[src/rtl/param_rf_pkg.sv]
// Shared types and helpers for the parametrised register file.
// Latency: none (types and pure functions only).
// Backpressure: none.
package param_rf_pkg;

  // Sequencer states: INIT walks every entry, RUN serves user traffic.
  typedef enum logic {
    INIT = 1'b0,
    RUN  = 1'b1
  } rf_state_t;

  // Upper bound on write ports handled by the winner search.
  localparam int MAX_PORTS = 32;

  // Given the per-port "this port writes the address" mask, return the
  // highest-index port that hits, or -1 when no port hits.
  function automatic int win_port(input logic [MAX_PORTS-1:0] hit);
    int w;
    w = -1;
    for (int i = 0; i < MAX_PORTS; i++) begin
      if (hit[i]) w = i;
    end
    return w;
  endfunction

  // Unsigned range check of an address against the number of entries.
  function automatic logic addr_ok(input logic [31:0] addr, input logic [31:0] depth);
    return addr < depth;
  endfunction

endpackage

[src/rtl/param_rf_init_seq.sv]
// Init/clear sequencer: walks every entry once after reset or on clear_req.
// Latency: DEPTH cycles of INIT, ready rises the cycle after the last walk write.
// Backpressure: none; clear_req is only honoured in RUN, ignored during INIT.
module param_rf_init_seq
  import param_rf_pkg::*;
#(
  parameter int DEPTH  = 16,
  parameter int ADDR_W = 7
) (
  input  logic              clk,
  input  logic              reset,
  input  logic              clear_req,
  output logic              init_we,
  output logic [ADDR_W-1:0] init_addr,
  output logic              ready
);

  rf_state_t         state, state_nxt;
  logic [ADDR_W-1:0] init_ptr, init_ptr_nxt;

  // State and walk pointer; reset restarts the walk from entry 0.
  always_ff @(posedge clk or posedge reset) begin
    if (reset) begin
      state    <= INIT;
      init_ptr <= '0;
    end else begin
      state    <= state_nxt;
      init_ptr <= init_ptr_nxt;
    end
  end

  // Next-state and walk control; pointer stops at DEPTH-1 and never wraps.
  always_comb begin
    state_nxt    = state;
    init_ptr_nxt = init_ptr;
    init_we      = 1'b0;
    ready        = 1'b0;
    case (state)
      INIT: begin
        init_we = 1'b1;
        if (init_ptr == ADDR_W'(DEPTH - 1)) begin
          state_nxt    = RUN;
          init_ptr_nxt = '0;
        end else begin
          init_ptr_nxt = init_ptr + ADDR_W'(1);
        end
      end
      RUN: begin
        ready = 1'b1;
        if (clear_req) begin
          state_nxt    = INIT;
          init_ptr_nxt = '0;
        end
      end
      default: begin
        state_nxt    = INIT;
        init_ptr_nxt = '0;
      end
    endcase
  end

  assign init_addr = init_ptr;

endmodule

[src/rtl/param_rf.sv]
// Multi-port register file with init/clear walk, optional bypass and read register.
// Latency: writes land at the edge; reads are combinational or one cycle (RD_LATENCY).
// Backpressure: writes are dropped and reads return 0 while ready is low.
module param_rf
  import param_rf_pkg::*;
#(
  parameter int              DATA_W     = 13,
  parameter int              DEPTH      = 16,
  parameter int              ADDR_W     = 7,
  parameter int              RD_PORTS   = 2,
  parameter int              WR_PORTS   = 2,
  parameter int              RD_LATENCY = 0,
  parameter int              BYPASS     = 1,
  parameter logic [DATA_W-1:0] INIT_VAL = '0
) (
  input  logic                         clk,
  input  logic                         reset,
  input  logic                         clear_req,
  output logic                         ready,
  input  logic [WR_PORTS-1:0]          we,
  input  logic [WR_PORTS*ADDR_W-1:0]   waddr,
  input  logic [WR_PORTS*DATA_W-1:0]   wdata,
  input  logic [RD_PORTS*ADDR_W-1:0]   raddr,
  output logic [RD_PORTS*DATA_W-1:0]   rdata,
  output logic [RD_PORTS-1:0]          rd_oob
);

  logic [DATA_W-1:0] mem [DEPTH];

  logic              init_we;
  logic [ADDR_W-1:0] init_addr;

  param_rf_init_seq #(
    .DEPTH (DEPTH),
    .ADDR_W(ADDR_W)
  ) u_init_seq (
    .clk      (clk),
    .reset    (reset),
    .clear_req(clear_req),
    .init_we  (init_we),
    .init_addr(init_addr),
    .ready    (ready)
  );

  // A user write port is live only in RUN and only for in-range addresses.
  logic [WR_PORTS-1:0] wr_ok;
  always_comb begin
    wr_ok = '0;
    for (int i = 0; i < WR_PORTS; i++) begin
      wr_ok[i] = we[i] && ready &&
                 addr_ok(32'(waddr[i*ADDR_W +: ADDR_W]), 32'(DEPTH));
    end
  end

  // Per-entry write select: the init walk, else the highest-index hitting port.
  logic [DEPTH-1:0]  ent_wr;
  logic [DATA_W-1:0] ent_dat [DEPTH];
  always_comb begin
    logic [WR_PORTS-1:0] hit;
    int                  w;
    hit = '0;
    w   = -1;
    for (int e = 0; e < DEPTH; e++) begin
      ent_wr[e]  = 1'b0;
      ent_dat[e] = '0;
      if (init_we && (init_addr == ADDR_W'(e))) begin
        ent_wr[e]  = 1'b1;
        ent_dat[e] = INIT_VAL;
      end else begin
        for (int i = 0; i < WR_PORTS; i++) begin
          hit[i] = wr_ok[i] && (waddr[i*ADDR_W +: ADDR_W] == ADDR_W'(e));
        end
        w = win_port(MAX_PORTS'(hit));
        if (w >= 0) begin
          ent_wr[e]  = 1'b1;
          ent_dat[e] = wdata[w*DATA_W +: DATA_W];
        end
      end
    end
  end

  // Storage update; contents are defined by the init walk, not by reset.
  always_ff @(posedge clk) begin
    for (int e = 0; e < DEPTH; e++) begin
      if (ent_wr[e]) mem[e] <= ent_dat[e];
    end
  end

  // Read lookup with optional same-cycle forwarding; zero while not ready.
  logic [RD_PORTS*DATA_W-1:0] rd_dat;
  logic [RD_PORTS-1:0]        rd_oob_c;
  always_comb begin
    logic [ADDR_W-1:0]   ra;
    logic [WR_PORTS-1:0] bhit;
    int                  bw;
    rd_dat   = '0;
    rd_oob_c = '0;
    ra       = '0;
    bhit     = '0;
    bw       = -1;
    for (int j = 0; j < RD_PORTS; j++) begin
      ra = raddr[j*ADDR_W +: ADDR_W];
      if (ready) begin
        if (!addr_ok(32'(ra), 32'(DEPTH))) begin
          rd_oob_c[j] = 1'b1;
        end else begin
          for (int e = 0; e < DEPTH; e++) begin
            if (ra == ADDR_W'(e)) rd_dat[j*DATA_W +: DATA_W] = mem[e];
          end
          if (BYPASS != 0) begin
            for (int i = 0; i < WR_PORTS; i++) begin
              bhit[i] = wr_ok[i] && (waddr[i*ADDR_W +: ADDR_W] == ra);
            end
            bw = win_port(MAX_PORTS'(bhit));
            if (bw >= 0) rd_dat[j*DATA_W +: DATA_W] = wdata[bw*DATA_W +: DATA_W];
          end
        end
      end
    end
  end

  generate
    if (RD_LATENCY == 0) begin : g_rd_comb
      assign rdata  = rd_dat;
      assign rd_oob = rd_oob_c;
    end else begin : g_rd_reg
      // Registered read: samples the lookup (including forwarded data) each edge.
      always_ff @(posedge clk or posedge reset) begin
        if (reset) begin
          rdata  <= '0;
          rd_oob <= '0;
        end else begin
          rdata  <= rd_dat;
          rd_oob <= rd_oob_c;
        end
      end
    end
  endgenerate

endmodule

[config.mk]
export PLATFORM = sky130hd
export DESIGN_NAME = param_rf
export DESIGN_NICKNAME = d
export VERILOG_FILES = /design/src/rtl/param_rf_pkg.sv /design/src/rtl/param_rf_init_seq.sv /design/src/rtl/param_rf.sv
export SDC_FILE = /design/constraint.sdc
export NUM_CORES = 1
export LEC_CHECK = 0
export ABC_AREA = 1
export CELL_PAD_IN_SITES_DETAIL_PLACEMENT = 1
export CELL_PAD_IN_SITES_GLOBAL_PLACEMENT = 1
export CORE_ASPECT_RATIO = 1.4
export CORE_MARGIN = 3
export CORE_UTILIZATION = 48
export CTS_BUF_LIST = sky130_fd_sc_hd__clkbuf_8 sky130_fd_sc_hd__clkbuf_16
export CTS_CLUSTER_DIAMETER = 50
export DETAILED_ROUTE_END_ITERATION = 6
export PLACE_DENSITY_LB_ADDON = 0.3
export SETUP_SLACK_MARGIN = 0.05
export SLEW_MARGIN = 0
export SYNTH_ARGS = -nofsm -noshare
export SYNTH_HDL_FRONTEND = slang
export SYNTH_HIERARCHICAL = 1
export SYNTH_SLANG_ARGS = --single-unit
export TNS_END_PERCENT = 50
[constraint.sdc]
create_clock -name clk -period 5.8 [get_ports clk]
set_input_delay 0.58 -clock clk [delete_from_list [all_inputs] [get_ports clk]]
set_output_delay 0.58 -clock clk [all_outputs]
set_load 0.01 [all_outputs]
Yosys cells after proc, flatten, opt, wreduce, memory -nomap -nowiden. Memories as Yosys holds them, arrays and structs flattened. Index checks and enable logic that the tools add are counted.

Word-level logic and storage cells: 406. Bits in registers: 8. Input port bits: 59. Latch bits: 0. Memories: 1. ROM bits: 0. RAM bits: 208.

Mux-type cells: 202. Reductions and logical operators: 61. Add/sub/neg operators: 1. Bitwise operators: 1. Shifts and indexed selects: 18. Divide/modulo/power cells: 0. Order comparisons: 22. $mul: 18. Eq/ne operators: 80.

Memories: mem (words 16, bits a word 13, read ports 16, clocked after memory_dff 0, write ports 16, line param_rf.sv:28) `logic [DATA_W-1:0] mem [DEPTH];`.

Operators by type and width (count): $mux W32 (56); $mux W13 (70); $ge A32 B1 Y1 const B (18); $mul A32 B5 Y32 const B (18); $shiftx A26 B32 Y13 (18); $eq A7 B4 Y1 const B (40); $eq A7 B3 Y1 const B (20); $mux W1 (72); $eq A7 B2 Y1 const B (10); $logic_and A1 B1 Y1 (56); $eq A7 B1 Y1 const B (5); $logic_not A7 Y1 (5); $eq A7 B7 Y1 (4); $lt A7 B5 Y1 const B (4); $mux W7 (2); $pmux W7 S2 (1); $add A7 B1 Y7 const B (1); $ne A2 B2 Y1 const B (1); $pmux W1 S2 (1); $not A1 Y1 (1).

Logic depth before layout (Yosys ltp). Gate-level depths: netlist of the first run.

Word-level depth: 20. Mapped depth: 16. Gate-level depth less buffers: 15.

By module. Netlist of the first run, hierarchy kept.

Modules (own cells, without submodules): param_rf (area an instance 15083.2 µm², cells each 2146, seq. area each 6246.0 µm², times used 1); param_rf_init_seq (area an instance 439.2 µm², cells each 59, seq. area each 200.2 µm², times used 1).

Worst setup path after synthesis of the first run. No wires, ideal clock.

Path kind: input-to-output. Start: input port raddr[9]. End: output port rdata[23]. Stages on the path: 15. Setup slack: 3.290 ns. Arrival: 1.930 ns. Path through: buf_2 > nor2_2 > inv_2 > nor2_2 > buf_4 > nand3_1 > nand2_1 > nor2_1 > nand4_1 > nand2_1 > nand4_1 > nor2_1 > nand4_1 > nand2_1 > a21oi_1.

Longest elaborated chain between the ends: 20. Elaborated cells on any way between the ends: 47. Classes of those cells: mul (1); order compare (2); eq/ne (17); shift (1); mux (23); reduce/logical (3).

RTL lines: start, declared (line param_rf.sv:23) `input logic [RD_PORTS*ADDR_W-1:0] raddr,`; parallel branches: the longest is 18 deep, another holds $mul A32 B5 Y32; $mux W13 (*) (line param_rf.sv:104) `if (!addr_ok(32'(ra), 32'(DEPTH))) begin`; $mux W13 (*) (line param_rf.sv:103) `if (ready) begin`; end, declared (line param_rf.sv:24) `output logic [RD_PORTS*DATA_W-1:0] rdata,`.

Mark *: on every way between the ends. The select of a mux whose other input is x is not followed.

Worst setup path after layout of the first run.
Start: input port raddr[10]. End: output port rdata[15].

Same word-level chain as after synthesis.

==> results of run 1 <==
[sequential cells by signal, indices dropped and copies added (netlist names)]
register	flops
mem	208
u_init_seq/state	1
u_init_seq/init_addr	7
[layout make-up]
cell class	count	area (µm²)	share of cell area
tap	395	494	0.0281
inverter	236	891	0.0506
sequential	216	6450	0.366
clock inverter	25	275	0.0156
timing repair buffer	125	1160	0.0657
multi-input combinational	1619	7590	0.431
antenna	2	5.00	0.000284
clock buffer	30	751	0.0426
[power by group through the flow]
stage	sequential, µW	combinational, µW	clock, µW
floorplan	2130	427	0
global placement	2250	811	0
detailed placement	2260	838	0
CTS	2230	844	1940
global route	2260	912	1990
finish	2250	881	1950
[cell usage after synthesis, types with 2 or more instances]
| cell type | number | area share |
|---|---|---|
| nand2_2 | 8 | 0.0032 |
| dfrtp_1 | 8 | 0.013 |
| nor3_2 | 5 | 0.0032 |
| nand4_1 | 78 | 0.031 |
| a221oi_1 | 11 | 0.0062 |
| or2_2 | 11 | 0.0044 |
| nor2_1 | 206 | 0.050 |
| nor2_8 | 3 | 0.0039 |
| o21ai_1 | 11 | 0.0035 |
| edfxtp_1 | 208 | 0.40 |
| clkinv_1 | 7 | 0.0017 |
| clkbuf_1 | 50 | 0.012 |
| nand3_2 | 3 | 0.0019 |
| nand3b_1 | 3 | 0.0015 |
| inv_2 | 36 | 0.0087 |
| o2111ai_1 | 3 | 0.0017 |
| o22ai_1 | 19 | 0.0077 |
| nor4_1 | 2 | 0.00081 |
| nor3_1 | 16 | 0.0052 |
| a21oi_1 | 215 | 0.069 |
| or2_0 | 9 | 0.0036 |
| buf_4 | 6 | 0.0029 |
| nand2_1 | 725 | 0.18 |
| inv_4 | 2 | 0.00081 |
| nor2_2 | 29 | 0.012 |
| a211oi_2 | 2 | 0.0016 |
| or2_1 | 4 | 0.0016 |
| o21ai_0 | 17 | 0.0055 |
| nand3_1 | 174 | 0.056 |
| xor2_1 | 3 | 0.0017 |
| buf_1 | 21 | 0.0051 |
| o221ai_1 | 21 | 0.012 |
| nor2_4 | 12 | 0.0087 |
| buf_2 | 56 | 0.018 |
| a211oi_1 | 18 | 0.0087 |
| inv_1 | 191 | 0.046 |
[worst paths after layout]
check | from | end | slack, ns | depth (start not counted)
worst min-delay path | reset | u_init_seq/init_addr[4] | 0.24 | 2
worst max register to register | u_init_seq/state | mem[0][83] | 2.47 | 6
worst max-delay path | raddr[10] | rdata[15] | 0.72 | 15
min in group clk | u_init_seq/init_addr[5] | u_init_seq/init_addr[5] | 0.56 | 2
worst min register to register | u_init_seq/init_addr[5] | u_init_seq/init_addr[5] | 0.56 | 2
max in group asynchronous | reset | u_init_seq/init_addr[0] | 5.32 | 2
[kinds of logic (layout without fill, tap and decap cells)]
family | after synthesis | count (layout)
XOR/XNOR | 4 | 4
AO/OA/AOI/OAI | 322 | 322
adder cells (fa/ha/maj) | 1 | 1
flip-flops | 216 | 216
AND/OR/NAND/NOR | 1292 | 1292
buffers and inverters | 370 | 416
other | 0 | 2
[metal layers]
metal / GRT usage / vias to the layer above
met4: 0.430 / 0
met3: 0.0821 / 436
met5: 0 / -
met2: 0.727 / 1198
li1: - / 7365
met1: 0.524 / 8297
[per-stage QoR]
stage / std cells / setup slack, ns / total power (µW) / hold WS, ns / area (µm²)
after global routing: 2646 / 0.709 / 5160 / 0.268 / 17600
after CTS: 2646 / 0.974 / 5010 / 0.241 / 17600
after global placement: 2591 / 1.04 / 3060 / 0.544 / 16600
final: 2648 / 0.719 / 5080 / 0.241 / 17600
after detailed placement: 2591 / 0.991 / 3090 / 0.547 / 16600
after floorplan: 2205 / 3.29 / 2560 / 0.396 / 15500
[critical path, stage by stage]
cell             delay, ns
clkdlybuf4s50_1       0.64
nor2_2                0.68
inv_2                 0.12
nor2_2                0.50
nand3_1               0.14
nand3_1               0.33
nor2_1                0.11
nand4_1               0.11
nand2_1               0.13
nand4_1               0.17
nor2_1                0.09
nand4_1               0.16
nor2_1                0.07
nor2_1                0.09
clkdlybuf4s50_1       0.55
==> flow_summary.json, run 1 <==
{
  "skew_ns": 0.0331,
  "io_pins": 88,
  "cts_max_level": 1,
  "grt_start_max_net_pins": 33,
  "final_cell_mix": "725 x nand2_1, 215 x a21oi_1, 208 x edfxtp_1, 206 x nor2_1, 194 x inv_1",
  "critPathMaxFanout": 14,
  "pwr-share-seq": 0.443,
  "grt_pass1_wl_um": 115000,
  "place.gp.congestion": 1.05,
  "detail-route-antenna-nets": 0,
  "post_cts_buffers": 0,
  "outcome": "completed",
  "syn-cell-area_mm2": 0.0155,
  "fin_util": 0.555,
  "muxShareOfSynthArea": 0,
  "crit_required_ns": 5.22,
  "async_flop_share": 0.0370,
  "crit_arrival_ns": 4.50,
  "drive_gt1_frac": 0.0911,
  "synth_edf_count": 208,
  "drt-total-wl_um": 80400,
  "clk_pin_slew_worst_paths_ns": 0.06,
  "dieArea_mm2": 0.0346,
  "cts-root-buf": "clkbuf_16",
  "grtUsageTotal": 0.462,
  "yosys_warnings": 6,
  "rsz0062_at_grt": "false",
  "cts_tree": "yes",
  "wl_met2_um": 36400,
  "grt.overflow.total": 0,
  "met3_length_um": 7750,
  "fmax_mhz": 197,
  "seq_area_frac_synth": 0.415,
  "power_switching_uw": 1770,
  "finalHoldViolations": 0,
  "synthesis.nets": 2265,
  "nNetsFinal": 2288,
  "antenna_found_initial": 1,
  "route.vias.total": 17296,
  "tns_ns": 0,
  "comb_power_share": 0.173,
  "p_int_uw": 3310,
  "cts_resized": 0,
  "p_sw_frac": 0.348,
  "drc": 0,
  "io_buffers": 87,
  "min_period_ns": 5.08,
  "start_kind": "primary input",
  "dpl.hpwl_um": 56900,
  "synth_top_family_by_area": "simple AND/OR/NAND/NOR gates",
  "layout_commonest_cell": "nand2_1",
  "viasPerCell": 6.53,
  "cts_buffers": 30,
  "endpoint_kind": "primary output",
  "leakage_uw": 0.00609,
  "die-width_um": 158,
  "syn-instance-count": 2205,
  "synth_xor_area_frac": 0.00226,
  "yosys.area_share.simple": 0.366,
  "ys_ff_latch": 216,
  "avgSynthCellArea_um2": 7.04,
  "clock_latency_ns": 0.61,
  "synth_compound_area_frac": 0.119,
  "grt_pass1_vias": 17444,
  "synth_top_flop_cell": "edfxtp_1",
  "period_share": 0.876,
  "holdBufCountCts": 0,
  "power_frac_clock": 0.384,
  "wl_per_cell_um": 30.4,
  "synth.distinct_cells": 48,
  "clock-sinks": 216,
  "dr.max_layer_used": "met4",
  "dr.pass1.iters": 5,
  "area_delta_synth_final_pct": 13.4,
  "cellPowerDensity_mw_per_mm2": 289,
  "hold_path_class": "in -> async",
  "setup_violations": 0,
  "worstSetupPathType": "in -> out",
  "max-slew-margin-rel": 0.142,
  "worstMarginPinSlew_ns": 1.28,
  "vdd.ir_drop.worst_mv": 0.268,
  "slew_violations": 0,
  "nFillCells": 4096,
  "coreArea_mm2": 0.0317,
  "wl_met1_um": 26600,
  "rows": 77,
  "synth_fa_ha_area_frac": 0.000806,
  "drt-initial-drc-count": 1985,
  "chipHeight_um": 219,
  "max_cap_violations": 0,
  "initial_core_util": 0.490,
  "ctsLongestPathBuffers": 3
}
(Power assumes the default switching activity.)
==> run 2: changes to the inputs <==
Settings changed: GPL_TIMING_DRIVEN set to 0, SETUP_SLACK_MARGIN 0.05 to 0.02.
==> run 2 against run 1 <==
Net effect:
- the run now ends with capacitance limit, slew limit left
- die area unchanged
- core utilization is 0.079 points lower
- critical path depth up 1
- fmax up 0.37%
- sequential share of layout area rose by 0.052 points
- first-iteration DRC count up 1.7%
- via count is 2.7% higher
- flip-flop and latch count is the same
- final area shrank 0.14%
- global-route usage rose by 1.5 points
- non-clock buffer count increased by 77
- critical path type unchanged
==> flow_summary.json, run 2 (synthesis results as in run 1) <==
{
  "outcome": "complete, but fails checks",
  "failed_checks": "capacitance limit, slew limit",
  "endpoint_kind": "primary output",
  "setup_violations": 0,
  "slew_violations": 22,
  "skew_ns": 0.0196,
  "nFillCells": 4169,
  "wl_per_cell_um": 30.6,
  "io_buffers": 66,
  "area_delta_synth_final_pct": 13.3,
  "dpl.hpwl_um": 60800,
  "route.vias.total": 17758,
  "cts_max_level": 1,
  "grtUsageTotal": 0.477,
  "grt_pass1_wl_um": 118000,
  "viasPerCell": 6.53,
  "cellPowerDensity_mw_per_mm2": 271,
  "drc": 0,
  "final_cell_mix": "725 x nand2_1, 215 x a21oi_1, 208 x edfxtp_1, 206 x nor2_1, 193 x inv_1",
  "clock_latency_ns": 0.58,
  "layout_commonest_cell": "nand2_1",
  "cts_buffers": 27,
  "holdBufCountCts": 0,
  "drive_gt1_frac": 0.0964,
  "max_cap_violations": 2,
  "cts_tree": "yes",
  "setup_slack_ns": 0.738,
  "clk_pin_slew_worst_paths_ns": 0.06,
  "fin_util": 0.555,
  "finalHoldViolations": 0,
  "grt.overflow.total": 0,
  "dieArea_mm2": 0.0346,
  "leakage_uw": 0.00613,
  "grt_start_max_net_pins": 15,
  "grt_pass1_vias": 17911,
  "start_kind": "primary input",
  "detail-route-antenna-nets": 0,
  "cpMaxStageDelayCell": "clkdlybuf4s50_1",
  "cts_resized": 0,
  "initial_core_util": 0.490,
  "ctsLongestPathBuffers": 3,
  "rows": 77,
  "tns_ns": 0,
  "vdd.ir_drop.worst_mv": 0.255,
  "coreArea_mm2": 0.0317,
  "io_pins": 88,
  "largest_register": "mem",
  "worstPathCellList": "clkdlybuf4s50_1 > inv_2 > nand2_1 > nor2_2 > buf_4 > nand3_1 > nand3_1 > nor2_1 > nand4_1 > nand2_1 > nand4_1 > nor2_1 > nand4_1 > nor2_1 > nor2_1 > clkdlybuf4s50_1",
  "nNetsFinal": 2362,
  "worstSetupPathType": "in -> out",
  "critPathMaxFanout": 10,
  "clock-sinks": 216,
  "drt-total-wl_um": 83200,
  "min_period_ns": 5.06,
  "period_share": 0.873,
  "crit_arrival_ns": 4.48,
  "drt-initial-drc-count": 2019,
  "preCtsSetupSlack_ns": 1.02,
  "cts-root-buf": "clkbuf_16",
  "place.gp.congestion": 1.06,
  "die-width_um": 158,
  "worstMarginPinSlew_ns": 1.51,
  "hold-worst-slack_ns": 0.263,
  "max_stage_delay_ns": 0.59,
  "max-slew-margin-rel": -0.00900,
  "dr.pass1.iters": 7,
  "largest_reg_flops": 208,
  "cp_common_cell": "nor2_1",
  "chipHeight_um": 219,
  "cpLargestDelayFamily": "simple AND/OR/NAND/NOR gates",
  "fmax_mhz": 198,
  "worst-path-buf-inv": 4,
  "hold_path_class": "in -> async",
  "rsz0062_at_grt": "false",
  "crit_required_ns": 5.22,
  "antenna_found_initial": 5,
  "post_cts_buffers": 0
}
[run 2: through the flow]
step / std cells / instance area (µm²) / power, µW
after floorplan: 2205 / 15500 / 2560
after global placement: 2666 / 16700 / 2970
after detailed placement: 2666 / 16700 / 3010
after CTS: 2716 / 17600 / 4680
after global routing: 2718 / 17600 / 4840
final: 2720 / 17600 / 4760
[run 2: final timing paths]
check,end,cells after the start,startpoint,slack [ns]
worst max-delay path,rdata[17],16,raddr[8],0.74
worst min-delay path,u_init_seq/state,2,reset,0.26
worst max register to register,mem[0][72],7,u_init_seq/state,2.38
worst min register to register,u_init_seq/init_addr[5],2,u_init_seq/init_addr[5],0.57
max in group asynchronous,u_init_seq/init_addr[4],2,reset,5.29
min in group clk,u_init_seq/init_addr[5],2,u_init_seq/init_addr[5],0.57
[run 2: cell type report]
class / count / area, µm² / share of cell area
Antenna cell: 2 / 5.00 / 0.000285
Timing Repair Buffer: 68 / 683 / 0.0389
Buffer: 134 / 603 / 0.0343
Tap cell: 395 / 494 / 0.0281
Inverter: 236 / 891 / 0.0507
Multi-Input combinational cell: 1619 / 7580 / 0.431
Sequential cell: 216 / 6450 / 0.367
Clock inverter: 23 / 200 / 0.0114
Clock buffer: 27 / 676 / 0.0384
[run 2: worst register-to-register path: stages, from the launching register on]
cell and delay [ns]:
dfrtp_1 0.48, inv_2 0.17, inv_1 0.10, nor3_1 1.01
nand2_1 0.31, o21ai_1 0.30, clkbuf_1 0.62, a21oi_1 0.15
[run 2: report_power, final]
group	leakage [µW]	internal (µW)	switching (µW)
clock	0.000433	952	765
sequential	0.00194	2000	177
combinational	0.00375	170	692
[run 2: metal layers]
| layer | global-route usage | wire length, µm | vias to the layer above |
|---|---|---|---|
| met4 | 0.425 | 9560 | 6 |
| met2 | 0.742 | 37100 | 1258 |
| met1 | 0.544 | 27900 | 8524 |
| met5 | 0 | 36 | - |
| li1 | - | - | 7536 |
| met3 | 0.107 | 8670 | 434 |
